$ cat config.mk
export PLATFORM = sky130hd
export DESIGN_NAME = load_store_unit
export DESIGN_NICKNAME = d
export VERILOG_FILES = /design/src/rtl/load_store_unit.sv
export SDC_FILE = /design/constraint.sdc
export NUM_CORES = 1
export LEC_CHECK = 0
export BUFFER_PORTS_ARGS = -buffer_cell sky130_fd_sc_hd__buf_2
export CORE_ASPECT_RATIO = 0.7
export CORE_MARGIN = 8
export CORE_UTILIZATION = 50
export DETAILED_ROUTE_END_ITERATION = 8
export GPL_TIMING_DRIVEN = 0
export PLACE_DENSITY = 0.76
export SLEW_MARGIN = 20
export SYNTH_ARGS = -nofsm -noshare
export SYNTH_HDL_FRONTEND = slang
export SYNTH_SLANG_ARGS = --single-unit
$ cat constraint.sdc
create_clock -name clk -period 4.8 [get_ports clk]
set_input_delay 0.72 -clock clk [delete_from_list [all_inputs] [get_ports clk]]
set_output_delay 0.72 -clock clk [all_outputs]
set_load 0.1 [all_outputs]
$ cat src/rtl/load_store_unit.sv
// Data-memory access sequencer: byte strobes, lane-shifted stores, extended loads,
// and misaligned accesses either split into two aligned beats or trapped.
module load_store_unit #(
  parameter int unsigned XLEN             = 32,
  parameter int unsigned ADDR_WIDTH       = 32,
  parameter bit          SPLIT_MISALIGNED = 1'b1
) (
  input  logic                  clk,
  input  logic                  rst,
  input  logic                  req_valid,
  output logic                  req_ready,
  input  logic                  req_we,
  input  logic [1:0]            req_size,
  input  logic                  req_sign,
  input  logic [ADDR_WIDTH-1:0] req_addr,
  input  logic [XLEN-1:0]       req_wdata,
  output logic                  resp_valid,
  output logic [XLEN-1:0]       resp_rdata,
  output logic                  resp_err,
  output logic                  mem_req_valid,
  input  logic                  mem_req_ready,
  output logic                  mem_we,
  output logic [ADDR_WIDTH-1:0] mem_addr,
  output logic [XLEN/8-1:0]     mem_wstrb,
  output logic [XLEN-1:0]       mem_wdata,
  input  logic                  mem_resp_valid,
  input  logic [XLEN-1:0]       mem_rdata
);
  localparam int unsigned BYTES = XLEN / 8;
  localparam int unsigned OFFW  = $clog2(BYTES);
  localparam int unsigned SIDXW = $clog2(XLEN);

  typedef enum logic [2:0] {StIdle, StReq0, StWait0, StReq1, StWait1, StDone} state_e;
  state_e state_q, state_d;

  logic                  we_q, sign_q, split_q, err_q;
  logic [1:0]            size_q;
  logic [ADDR_WIDTH-1:0] addr_q;
  logic [XLEN-1:0]       wdata_q, lo_q, hi_q;

  // Request decode, only meaningful in the acceptance cycle.
  logic       accept, req_illegal, req_misal, req_split, req_err;
  logic [3:0] req_n;
  logic [2:0] req_nmask;

  assign accept      = req_valid && req_ready;
  assign req_n       = 4'd1 << req_size;
  assign req_nmask   = 3'(req_n - 4'd1);
  assign req_illegal = (req_size == 2'd3) && (BYTES < 8);
  assign req_misal   = |(req_addr[2:0] & req_nmask);
  assign req_split   = (32'(req_addr[OFFW-1:0]) + 32'(req_n)) > BYTES;
  assign req_err     = req_illegal || (req_misal && !SPLIT_MISALIGNED);

  logic [OFFW-1:0]       off;
  logic [3:0]            n;
  logic [BYTES-1:0]      nmask;
  logic [2*BYTES-1:0]    strb_wide;
  logic [2*XLEN-1:0]     wdata_wide;
  logic [XLEN-1:0]       rd_shift, load_data;
  logic [ADDR_WIDTH-1:0] base_addr;
  logic [SIDXW-1:0]      sidx;
  logic                  sbit;

  assign off        = addr_q[OFFW-1:0];
  assign n          = 4'd1 << size_q;
  assign strb_wide  = {{BYTES{1'b0}}, nmask} << off;
  assign wdata_wide = {{XLEN{1'b0}}, wdata_q} << {off, 3'b000};
  assign rd_shift   = XLEN'({hi_q, lo_q} >> {off, 3'b000});
  assign base_addr  = {addr_q[ADDR_WIDTH-1:OFFW], {OFFW{1'b0}}};
  assign sidx       = SIDXW'((8 << size_q) - 1);
  assign sbit       = sign_q & rd_shift[sidx];

  always_comb begin
    nmask     = '0;
    load_data = '0;
    for (int i = 0; i < int'(BYTES); i++) begin
      nmask[i]          = (i < int'(n));
      load_data[8*i+:8] = (i < int'(n)) ? rd_shift[8*i+:8] : {8{sbit}};
    end
  end

  always_comb begin
    state_d       = state_q;
    req_ready     = 1'b0;
    resp_valid    = 1'b0;
    resp_err      = 1'b0;
    resp_rdata    = '0;
    mem_req_valid = 1'b0;
    mem_we        = 1'b0;
    mem_addr      = '0;
    mem_wstrb     = '0;
    mem_wdata     = '0;
    unique case (state_q)
      StIdle: begin
        req_ready = 1'b1;
        if (req_valid) state_d = req_err ? StDone : StReq0;
      end
      StReq0: begin
        mem_req_valid = 1'b1;
        mem_we        = we_q;
        mem_addr      = base_addr;
        mem_wstrb     = strb_wide[BYTES-1:0];
        mem_wdata     = wdata_wide[XLEN-1:0];
        if (mem_req_ready) state_d = StWait0;
      end
      StWait0: if (mem_resp_valid) state_d = split_q ? StReq1 : StDone;
      StReq1: begin
        mem_req_valid = 1'b1;
        mem_we        = we_q;
        mem_addr      = base_addr + ADDR_WIDTH'(BYTES);
        mem_wstrb     = strb_wide[2*BYTES-1:BYTES];
        mem_wdata     = wdata_wide[2*XLEN-1:XLEN];
        if (mem_req_ready) state_d = StWait1;
      end
      StWait1: if (mem_resp_valid) state_d = StDone;
      StDone: begin
        resp_valid = 1'b1;
        resp_err   = err_q;
        resp_rdata = (we_q || err_q) ? '0 : load_data;
        state_d    = StIdle;
      end
      default: state_d = StIdle;
    endcase
  end

  always_ff @(posedge clk or posedge rst) begin
    if (rst) begin
      state_q <= StIdle;
      we_q    <= 1'b0;
      sign_q  <= 1'b0;
      split_q <= 1'b0;
      err_q   <= 1'b0;
      size_q  <= '0;
      addr_q  <= '0;
      wdata_q <= '0;
      lo_q    <= '0;
      hi_q    <= '0;
    end else begin
      state_q <= state_d;
      if (accept) begin
        we_q    <= req_we;
        sign_q  <= req_sign;
        split_q <= req_split;
        err_q   <= req_err;
        size_q  <= req_size;
        addr_q  <= req_addr;
        wdata_q <= req_wdata;
        // hi stays zero for single-beat loads so the merge needs no special case
        lo_q    <= '0;
        hi_q    <= '0;
      end
      if (state_q == StWait0 && mem_resp_valid) lo_q <= mem_rdata;
      if (state_q == StWait1 && mem_resp_valid) hi_q <= mem_rdata;
    end
  end
endmodule

### After elaboration in Yosys (flattened, before gate mapping)

Index checks and enable logic that the tools add are counted.

| cells by class | value |
|---|---|
| add/subtract/negate cells | 3 |
| multipliers | 0 |
| divide/modulo/power cells | 0 |
| order comparisons | 6 |
| equal/unequal tests | 11 |
| shift-type cells | 6 |
| muxes and demuxes | 27 |
| bitwise logic cells | 1 |
| reductions and logical operators | 9 |

Operator list:

| operator | count |
|---|---|
| 2-to-1 mux 32 bit | 5 |
| one-hot mux 32 bit (2 select lines) | 2 |
| << shifter 32 x 5 -> 64 bit | 1 |
| right shift 64 x 5 -> 32 bit | 1 |
| adder 32 x 3 -> 32 bit (second input constant) | 1 |
| 2-to-1 mux 8 bit | 4 |
| 2-to-1 mux 3 bit | 7 |
| one-hot mux 3 bit (5 select lines) | 1 |
| != test 2 bit (second input constant) | 5 |
| less-than comparator 1 x 4 -> 1 bit (first input constant) | 2 |
| less-than comparator 2 x 4 -> 1 bit (first input constant) | 2 |
| one-hot mux 4 bit (2 select lines) | 1 |
| << shifter 1 x 2 -> 4 bit (first input constant) | 2 |
| << shifter 4 x 2 -> 8 bit | 1 |
| equality test 3 x 2 -> 1 bit (second input constant) | 2 |
| equality test 3 bit (second input constant) | 2 |
| less-than comparator 5 x 6 -> 1 bit (second input constant) | 1 |
| 2-to-1 mux 1 bit | 6 |
| adder 2 x 4 -> 5 bit | 1 |
| binary-select mux 1 bit (select 5 bit) | 1 |
| > comparator 5 x 3 -> 1 bit (second input constant) | 1 |
| AND reduction 5 bit | 1 |
| << shifter 4 x 2 -> 5 bit (first input constant) | 1 |
| subtractor 5 x 2 -> 5 bit (second input constant) | 1 |
| other kinds (8) | 11 |

| word-level totals | value |
|---|---|
| flip-flop bits (word level) | 137 |
| latch bits | 0 |
| bits in writable memories | 0 |
| ROM bits | 0 |
| bits of input ports | 105 |
| output and inout port bits | 105 |
| logic and storage cells | 73 |
| memories kept | 0 |

### Depth between registers and ports, before layout

| depth | value |
|---|---|
| word-level depth | 8 |
| mapped depth | 9 |
| gate-level depth less buffers | 8 |

### Worst setup path after synthesis

OpenSTA, ideal clock, no wires.

| path | value |
|---|---|
| path kind | reg2out |
| from | reg size_q[1] |
| to | out mem_wstrb[0] |
| arrival | 3.829 ns |
| required time | 4.080 ns |
| path slack | 0.251 ns |
| cell stages (with the launch flop) | 9 |
| path buffers | 1 |
| path through | dfrtp_1 > buf_2 > or2b_1 > inv_1 > ha_1 > nor2_1 > mux2_2 > or2_0 > a211oi_1 |

| between the ends | value |
|---|---|
| word-level cells in the longest chain between the ends | 4 |
| elaborated cells on any way between the ends | 7 |
| those cells by class | 4 x order compare; 2 x shift; 1 x mux |

RTL lines:

| element | line | RTL |
|---|---|---|
| start: declaration | 37 | `logic [1:0] size_q;` |
| start signal: assignment | 145 | `size_q <= req_size;` |
| << shifter 1 x 2 -> 4 bit (*) | 65 | `assign n = 4'd1 << size_q;` |
| less-than comparator 1 x 4 -> 1 bit / less-than comparator 2 x 4 -> 1 bit (equally long branches) | 77 | `nmask[i] = (i < int'(n));` |
| << shifter 4 x 2 -> 8 bit (*) | 66 | `assign strb_wide = {{BYTES{1'b0}}, nmask} << off;` |
| one-hot mux 4 bit (2 select lines) (*) | 93 | `unique case (state_q)` |
| end: declaration | 24 | `output logic [XLEN/8-1:0] mem_wstrb,` |

Every way passes the cells marked *; elsewhere a longest branch is shown, timed or not.

### Worst setup path in the final report

| path | value |
|---|---|
| from | reg size_q[1] |
| to | out resp_rdata[7] |

| between the ends | value |
|---|---|
| word-level cells in the longest chain between the ends | 8 |
| elaborated cells on any way between the ends | 10 |
| those cells by class | 1 x add/sub; 1 x order compare; 2 x shift; 5 x mux; 1 x bitwise |

RTL lines:

| element | line | RTL |
|---|---|---|
| << shifter 4 x 2 -> 5 bit | 70 | `assign sidx = SIDXW'((8 << size_q) - 1);` |
| subtractor 5 x 2 -> 5 bit | 70 |  |
| binary-select mux 1 bit (select 5 bit) | 71 | `assign sbit = sign_q & rd_shift[sidx];` |
| 2-to-1 mux 1 bit (not written as such) | 71 |  |
| bitwise AND 1 bit | 71 |  |
| 2-to-1 mux 8 bit (*) | 78 | `load_data[8*i+:8] = (i < int'(n)) ? rd_shift[8*i+:8] : {8{sbit}};` |
| 2-to-1 mux 32 bit (*) | 119 | `resp_rdata = (we_q \|\| err_q) ? '0 : load_data;` |
| 2-to-1 mux 32 bit (*) | 93 |  |
| end: declaration | 18 | `output logic [XLEN-1:0] resp_rdata,` |

Every way passes the cells marked *; elsewhere a longest branch is shown, timed or not. The select of a mux whose other input is x is not followed.

==> impl_results.md <==
* Reg-to-reg setup timing slack at 2.67 ns
* Total GRT Usage at between 20% and 30%
* Hold-fix buffers at CTS at 0
* Router iterations before antenna repair at 5
* Max Freq at 247 MHz
* Reg2reg end: lo_q[22]
* Layout area overhead at 24.1%
* Vias in the first global route at 8,089
* Root Driver: clkbuf_16
* Die width at roughly 170 µm
* Placed wire-length estimate at 20.8 mm
* Minimum clock period at a little over 4 ns
* Worst slew pin tran at around 0.83 ns
* Via count at 8,133
* TritonCTS Buffers at 17
* Wire length per cell at 21.0 µm
* Post-Synthesis Cells at 906
* Post-CTS Resized at 0
* RSZ-0062 raised after global routing: no
* Initial antenna violation count at 1
* Worst-case vdd ir drop at 0.569 mV
* DRC Markers at 0
* Clock sinks at 129
* IO Pins at 210
* First-pass GRT wire length at 44.2 mm
* Pre-CTS WS at 1.25 ns
* Final period utilization at 84.5%
* Area contributors post-synth: dfrtp_1 (39%), mux2_2 (12%), nand2_1 (7.5%)
* CP max stage cell: buf_2
* Distinct cells, synth at 60
* Met3 Use GR at 8.13%
* Critical Path RT at 4.08 ns
* Hold Slack at about 0.23 ns
* Synthesized area at between 8000 and 9000 µm²
* Clock transition at path regs at 0.06 ns
* Port Buffer Count at slightly above 200
* Post-synth top flop: dfrtp_1
* Avg Synthesized Cell Area at 9.07 µm²
* H-tree Lvls at 4
* DRT Wirelength at ~29 mm
* Final setup margin at 0.745 ns
* Post-synth top area share at 39.3%
* Critical Path AT at 3.34 ns
* Global route total overflow at 0
* Pwr Density at 854 nW/µm²
* Asr flop ratio synth at 100%
* DIE HEIGHT at 123 µm
* Final Net Count at around 1,200
* Final Wtd Congestion at between 0.9 and 1
* Met2 usage at 40.8%
* Startpoint types: flip-flop
* Worst-Skew Late Latency at 0.44 ns
* Initial drt markers at 936
* FF-to-FF Start: state_q[1]
* Tot Pwr at about 0.0087 W
* Most frequent cells after synthesis: nand2_1 (164), dfrtp_1 (129), mux2_2 (88), o21ai_0 (81), nor2_1 (63)
* CP most frequent cell: buf_2
* Largest area contributor in the netlist: dfrtp_1
* Final setup viols at 0
* Maximum root-to-sink buffer count at 2
* Routed Antenna Nets at 0
* CP Cell Sequence: buf_2 -> or2b_1 -> ha_1 -> buf_2 -> and4bb_2 -> a32oi_1 -> and4_4 -> nand4_4 -> o21ai_0 -> buf_2
* Nature of the critical path endpoint: output port
* Max transition margin at between 40 and 50%
* Setup Skew at 0.00779 ns
* Largest net degree at the start of global routing at approximately 110
* #FFs+latches synth at about 130
* Setup bufs post-CTS at 0
* Worst min path class: primary input to async pin
* Final slew viol count at 0
* Die area at about 21,000 µm²
* Drt via density at between 5 and 6
* Core Region at 16,200 µm²
* CTS tree: built
* CP Max Fanout at 10
* R2R cell count at 5
* Peak-usage layer in the global routing report: met2
* Most common cell in the netlist: nand2_1
* Seq/Total Area, Yosys at 39.3%
* Row cnt at 39
* Fraction of layout cells with a size suffix above 1 at roughly a third
* EDFF count, synth at 0
* Status: finished, final reports clean
* Syn. warnings at 0
* Max-Cap Viols at 0
* CP max stage delay at 0.49 ns
* Initial Utilization at 50.7%
* Leak at 4.85 nW
* Final Hold Viols at 0
* Crit Path Class: flip-flop to output port
* GR Util met1 at 36.9%
==> layout make-up <==
class,count,area [µm²]
Sequential cell,129,3230
Antenna cell,1,2.50
Buffer,70,399
Clock buffer,20,457
Timing Repair Buffer,208,1060
Fill cell,1423,6010
Multi-Input combinational cell,687,4520
Clock inverter,12,159
Inverter,21,88.8
Tap cell,225,282
==> stage by stage <==
| stage | cells | utilization (%) | instance area, µm² | setup TNS (ns) |
|---|---|---|---|---|
| 3_5_place_dp | 1340 | 59.1 | 9570 | 0 |
| 6_report | 1373 | 62.9 | 10200 | 0 |
| 3_3_place_gp | 1339 | 58.9 | 9540 | -125.21 |
| 2_1_floorplan | 907 | - | 8220 | 0 |
| 5_1_grt | 1372 | 62.9 | 10200 | 0 |
| 4_1_cts | 1372 | 62.9 | 10200 | 0 |
==> metal layers <==
layer / share of wire [%] / vias up
met5: 0.035 / -
met4: 2.6 / 2
met3: 12 / 82
met2: 43 / 534
met1: 42 / 3894
li1: - / 3621
==> critical path, delay by kind of cell, from the launching register on <==
kind | cells | cell delay (ns)
AND/OR/NAND/NOR | 4 | 0.98
adder cells (fa/ha/maj) | 1 | 0.29
flip-flops | 1 | 0.42
AO/OA/AOI/OAI | 2 | 0.34
buffers and inverters | 3 | 0.87
==> sequential cells by signal (all words and copies together) (netlist names) <==
name and cells:
addr_q 32, err_q 1, hi_q 24, lo_q 32
sign_q 1, size_q 2, split_q 1, state_q 3
wdata_q 32, we_q 1
==> layout by cell type (no fill, tap or decap), types with 22 or more instances in the layout <==
cell        n
mux2_2     88
a21oi_1    32
dfrtp_1   129
nor2_1     63
mux2i_1    44
clkbuf_1   22
nand2_1   164
buf_2     232
xor2_1     23
o21ai_0    81
==> logic make-up (layout without fill, tap and decap cells) <==
family	Yosys count	after routing	synth area share [%]
fa+ha+maj	6	6	1.01
other cells	1	3	0.0456
simple gates	321	321	18.6
compound gates	192	192	14.0
buf+inv	91	331	5.85
mux	136	136	18.0
flops	129	129	39.3
xor+xnor	30	30	3.20
==> how the worst max path moves through the flow <==
stage                     to  slack [ns]  cells past startpoint      start
2_1_floorplan   mem_wstrb[0]        0.25                      8  size_q[1]
3_3_place_gp      wdata_q[8]       -0.98                      2        rst
3_5_place_dp   resp_rdata[7]        1.25                     10  size_q[1]
4_1_cts        resp_rdata[7]        0.78                     10  size_q[1]
5_1_grt        resp_rdata[7]        0.67                     10  size_q[1]
6_report       resp_rdata[7]        0.74                     10  size_q[1]
==> report_power, final <==
part | internal [W] | switching [W]
sequential | 0.00161 | 0.000516
combinational | 0.00147 | 0.00374
clock | 0.000846 | 0.000528
No activity file was read; power rests on OpenSTA's default activity.
